$ cat src/rtl/dcache.sv
// dcache: direct-mapped, write-back, write-allocate data cache with 4-word lines,
// word-wide memory bus and a whole-cache flush command.
module dcache #(
  parameter int NUM_LINES  = 16,
  parameter int LINE_WORDS = 4
) (
  input  logic        clk,
  input  logic        rst_n,
  input  logic        dcache_valid,
  input  logic [31:0] dcache_addr,
  input  logic [31:0] dcache_wdata,
  input  logic [3:0]  dcache_byte_enable,
  output logic        dcache_ready,
  output logic [31:0] dcache_rdata,
  input  logic        dcache_flash,
  output logic        dcache_flash_done,
  output logic        mem_valid,
  output logic        mem_we,
  output logic [31:0] mem_addr,
  output logic [31:0] mem_wdata,
  input  logic        mem_ready,
  input  logic [31:0] mem_rdata
);
  localparam int IDX_W = $clog2(NUM_LINES);
  localparam int TAG_W = 28 - IDX_W;

  typedef enum logic [2:0] {IDLE, WB, REFILL, RESP, FL_SCAN, FL_WB, FL_DONE} state_t;

  state_t state, state_nx;
  logic [NUM_LINES-1:0] valid, dirty;
  logic [TAG_W-1:0] tags [NUM_LINES];
  logic [31:0] data [NUM_LINES][LINE_WORDS];
  logic [IDX_W-1:0] scan, idx, m_idx;
  logic [TAG_W-1:0] tag, m_tag;
  logic [1:0] word, beat;
  logic hit, store, last_beat, scan_last, scan_dirty, unused;
  logic [31:0] merged;

  always_comb begin
    idx        = dcache_addr[4+IDX_W-1:4];
    tag        = dcache_addr[31:4+IDX_W];
    word       = dcache_addr[3:2];
    unused     = ^dcache_addr[1:0];
    hit        = valid[idx] && tags[idx] == tag;
    store      = |dcache_byte_enable;
    scan_last  = scan == IDX_W'(NUM_LINES - 1);
    scan_dirty = valid[scan] && dirty[scan];
    last_beat  = mem_ready && beat == 2'd3;
    // Flush writebacks address the scanned line; everything else the request's line.
    m_idx      = state == FL_WB ? scan : idx;
    m_tag      = state == REFILL ? tag : tags[m_idx];
    merged     = data[idx][word];
    for (int i = 0; i < 4; i++)
      if (dcache_byte_enable[i]) merged[8*i +: 8] = dcache_wdata[8*i +: 8];
  end

  always_comb begin
    state_nx = state;
    case (state)
      IDLE:    state_nx = dcache_flash ? FL_SCAN : !dcache_valid ? IDLE : hit ? RESP :
                          (valid[idx] && dirty[idx]) ? WB : REFILL;
      WB:      state_nx = last_beat ? REFILL : WB;
      REFILL:  state_nx = last_beat ? RESP : REFILL;
      FL_SCAN: state_nx = scan_dirty ? FL_WB : scan_last ? FL_DONE : FL_SCAN;
      FL_WB:   state_nx = !last_beat ? FL_WB : scan_last ? FL_DONE : FL_SCAN;
      default: state_nx = IDLE;
    endcase
  end

  always_comb begin
    mem_valid         = state inside {WB, REFILL, FL_WB};
    mem_we            = state inside {WB, FL_WB};
    mem_addr          = mem_valid ? {m_tag, m_idx, beat, 2'b00} : '0;
    mem_wdata         = mem_we ? data[m_idx][beat] : '0;
    dcache_ready      = state == RESP;
    dcache_rdata      = (state == RESP && !store) ? data[idx][word] : '0;
    dcache_flash_done = state == FL_DONE;
  end

  always_ff @(posedge clk) begin
    if (!rst_n) begin
      state <= IDLE;
      valid <= '0;
      dirty <= '0;
      scan  <= '0;
      beat  <= '0;
    end else begin
      state <= state_nx;
      if (mem_valid && mem_ready) beat <= beat + 2'd1;
      if (state == IDLE) scan <= '0;
      if (state == REFILL && last_beat) begin
        valid[idx] <= 1'b1;
        dirty[idx] <= 1'b0;
      end
      if (state == RESP && store) dirty[idx] <= 1'b1;
      if ((state == FL_SCAN && !scan_dirty) || (state == FL_WB && last_beat)) begin
        valid[scan] <= 1'b0;
        dirty[scan] <= 1'b0;
        scan        <= scan + 1'b1;
      end
    end
  end

  always_ff @(posedge clk) begin
    if (rst_n && state == REFILL && mem_ready) data[idx][beat] <= mem_rdata;
    if (rst_n && state == RESP && store) data[idx][word] <= merged;
    if (rst_n && state == REFILL && last_beat) tags[idx] <= tag;
  end
endmodule

$ cat config.mk
export PLATFORM = sky130hd
export DESIGN_NAME = dcache
export DESIGN_NICKNAME = d
export VERILOG_FILES = /design/src/rtl/dcache.sv
export SDC_FILE = /design/constraint.sdc
export NUM_CORES = 2
export LEC_CHECK = 0
export ABC_AREA = 1
export CAP_MARGIN = 25
export CORE_ASPECT_RATIO = 0.5
export CORE_UTILIZATION = 39
export DETAILED_ROUTE_END_ITERATION = 10
export PLACE_DENSITY = 0.56
export SETUP_SLACK_MARGIN = 0.1
export SLEW_MARGIN = 10
export SYNTH_ARGS = -nofsm -noshare
export SYNTH_HDL_FRONTEND = slang
export SYNTH_SLANG_ARGS = --single-unit
$ cat constraint.sdc
create_clock -name clk -period 4.1 [get_ports clk]
set_input_delay 0.82 -clock clk [delete_from_list [all_inputs] [get_ports clk]]
set_output_delay 0.82 -clock clk [all_outputs]
set_load 0.01 [all_outputs]
==> reports/summary.txt <==
worst slew pin tran = 1.00 ns
Hold Buf Count CTS = 0
CP Max Fanout = 6
IO Pins = 205
failing checks = setup timing
final WL = 574000 um
Initial Util = 39.4%
antenna violations before repair = 24
CP startpoint kind = flip-flop
Detail Route Antenna Nets = 0
Finish-stage setup viols = 85
first-pass GRT wire length = 773000 um
Max clock buf depth = 4
Max Cap Violations = 0
Post-Layout Inst Area = 159000 um^2
sequential fraction of the synthesis area = 61.4%
DRC viols = 0
Final Hold Vio Count = 0
P_leak = 59.8 nW
die area = 311000 um^2
worst hold path class = flip-flop to flip-flop
total grt overflow = 0
syn_area_per_cell = 9.72 um^2
number of global-route vias before repair = 102k
status = finished with violations
Mapped Cells = 12.4k
number of synthesis warnings = 0
FMAX = 207 MHz
WP buf/inv = 12
Synth top area share = 60.7%
pre-CTS setup slack = -1.52 ns
area of placed instances = 139000 um^2
Final Cycle Share = 118%
crit-path max cell delay = 0.34 ns
Max VDD drop = 0.372 mV
post-route minimum period = 4.82 ns
area leader, netlist = edfxtp_1
Via density = 6.28
worst path cell trace = inv_2 > nor2_4 > nand2_4 > buf_6 > o21ai_4 > buf_12 > buf_16 > buf_12 > buf_16 > buf_12 > buf_12 > buf_8 > nand3_2 > nand3_2 > nand3_2 > nand3_2 > buf_6 > a31oi_1 > buf_4 > buf_6
die extent in y = 395 um
Port Buffer Count = 200
root buffer cell = clkbuf_16
vias = 112k
clk_lat worst skew = 1.01 ns
Synth-to-Final Area Change = 32.5%
fraction of layout cells with a size suffix above 1 = 21.7%
delay-heaviest family, CP = buffers and inverters
Reg clk slew, reported paths = 0.07 ns
Total GRT Usage = 34.7%
synth unique cells = 40
violation count after the first detailed-route iteration = 18.6k
asr flop ratio synth = 0%
count of flip-flops with a built-in enable after synthesis = 2432
Worst EP arrival = 4.00 ns
# rows = 143
largest net degree at the start of global routing = 228
Syn Std Cell Area = 120000 um^2
Setup TNS = -33.68 ns
clock sink total = 2473
core area = 305000 um^2
HPWL after DPL = 346000 um
ranking of synthesized cells by area = edfxtp_1 (61%), nand2_1 (13%), nand3_1 (9.4%)
PwrDens = 370 nW/um^2
CP required = 3.28 ns
RSZ-0062 raised after global routing = true
Setup CP Type = flip-flop to primary output
Crit. End Element = primary output
synthesized flop and latch total = 2473
Final Skew = 0.132 ns
nets@finish = 13.6k
number of H-tree levels = 4
setup ws final = -0.725 ns
final slew viol count = 0
router iterations before antenna repair = 7
ys flop type = edfxtp_1
Worst path slowest cell = dfxtp_2
gpl congestion = 1.01
cts bufs inserted = 238
Slew headroom = 33.1%
Die Wd = 788 um
Routed WL per cell = 32.2 um
CTS tree = done
layer usage:
layer / wire [um] / part of all wire (%) / track usage, % / up-vias
met4: 30600 / 5.3 / 16.6 / 8
met2: 235000 / 41 / 48.6 / 8756
li1: - / - / - / 46800
met1: 218000 / 38 / 48.1 / 54700
met3: 90500 / 16 / 11.7 / 1446
met5: 46 / 0.0080 / 0 / -
metrics by stage:
| stage | util (%) | std cells | total power [W] | hold WS [ns] |
|---|---|---|---|---|
| finish | 52.2 | 17800 | 0.0589 | 0.509 |
| floorplan | - | 12400 | 0.0314 | 0.502 |
| CTS | 50.4 | 17600 | 0.0578 | 0.512 |
| global placement | 45.6 | 17000 | 0.0351 | 0.507 |
| global route | 52.2 | 17800 | 0.0601 | 0.527 |
| detailed placement | 45.6 | 17000 | 0.0351 | 0.504 |
path summary, 6_finish.rpt:
path / startpoint / end / slack, ns / cells after the start
hold reg to reg: beat[0]$_SDFFE_PN0P_ / beat[0]$_SDFFE_PN0P_ / 0.51 / 1
setup reg to reg: state[0]$_SDFF_PN0_ / data[13][104]$_DFFE_PP_ / 0.25 / 14
setup / recovery: state[0]$_SDFF_PN0_ / mem_wdata[22] / -0.72 / 20
hold / removal: beat[0]$_SDFFE_PN0P_ / beat[0]$_SDFFE_PN0P_ / 0.51 / 1
cells in the final DEF (no fill, tap or decap), drive strengths merged:
| cell type | count |
|---|---|
| and2 | 1 |
| o21bai | 3 |
| o31a | 18 |
| ha | 8 |
| nand3 | 2259 |
| a41oi | 1 |
| o22ai | 1 |
| bufinv | 20 |
| dlymetal6s2s | 8 |
| dlygate4sd2 | 7 |
| a22oi | 1035 |
| edfxtp | 2432 |
| clkbuf | 352 |
| a221o | 4 |
| buf | 1649 |
| a31oi | 34 |
| o211ai | 34 |
| inv | 289 |
| clkdlybuf4s15 | 1 |
| nand2 | 4022 |
| dfxtp | 41 |
| nand4 | 42 |
| conb | 2 |
| nor3 | 73 |
| nor2 | 254 |
| clkinv | 103 |
| o21ai | 308 |
| o221ai | 1 |
| or2 | 33 |
| a21oi | 477 |
| nor4 | 1 |
| bufbuf | 28 |
| clkinvlp | 13 |
| clkdlybuf4s50 | 105 |
| o31ai | 40 |
| diode | 14 |
| a211oi | 18 |
synthesized netlist by cell type, types with 4 or more instances:
| library cell | number |
|---|---|
| edfxtp_1 | 2432 |
| nand3_1 | 2259 |
| nor2_1 | 252 |
| a31oi_1 | 34 |
| nor3_2 | 15 |
| buf_4 | 11 |
| buf_1 | 114 |
| o211ai_1 | 34 |
| o21ai_0 | 286 |
| or2_2 | 33 |
| nand4_1 | 42 |
| a21oi_1 | 477 |
| clkbuf_1 | 408 |
| o31a_1 | 18 |
| inv_2 | 17 |
| dfxtp_1 | 41 |
| a211oi_1 | 18 |
| nand2_1 | 4020 |
| buf_2 | 414 |
| a22oi_1 | 1035 |
| o31ai_1 | 40 |
| o21ai_1 | 20 |
| a221o_1 | 4 |
| inv_1 | 267 |
| nor3_1 | 58 |
| ha_1 | 8 |
worst register-to-register path: cells and delay by family (launching register included):
| family | cells | cell delay [ns] |
|---|---|---|
| AND/OR/NAND/NOR | 6 | 2.04 |
| buffers and inverters | 8 | 1.18 |
| flip-flops | 1 | 0.33 |
cell type report:
type | count | area (um^2)
antenna | 14 | 35.0
clock buffer | 288 | 6220
clock inverter | 133 | 1260
fill | 26400 | 146000
inverter | 288 | 1210
multi-input combinational | 8669 | 46400
sequential | 2473 | 73900
tap | 4060 | 5080
timing repair buffer | 1862 | 25300
timing repair inverter | 4 | 80.1
report_power, final:
group	internal (W)	switching, W	total [W]
sequential	0.0277	0.0000117	0.0277
clock	0.0120	0.0103	0.0223
combinational	0.00337	0.00553	0.00889
kinds of logic after synthesis:
kind of cell	synth area share, %
other	0.00312
flip-flops	61.4
buffers and inverters	4.32
AO/OA/AOI/OAI	10.7
adder cells (fa/ha/maj)	0.0832
AND/OR/NAND/NOR	23.5
repair_timing:
action | 4_1_cts | 5_1_grt
buffers inserted | 147 | 113
setup endpoints to repair | 94 | 95
cloned | 83 | 52
endpoints found under the hold margin | 0 | 0
pin swaps | 143 | 300
resized for setup | 871 | 934
sequential cells by signal (all words and copies together) (netlist names):
name	cells
beat	2
scan	4
valid	16
data	2048
dirty	16
tags	384
state	3
Power figures use the tool's default switching activity.
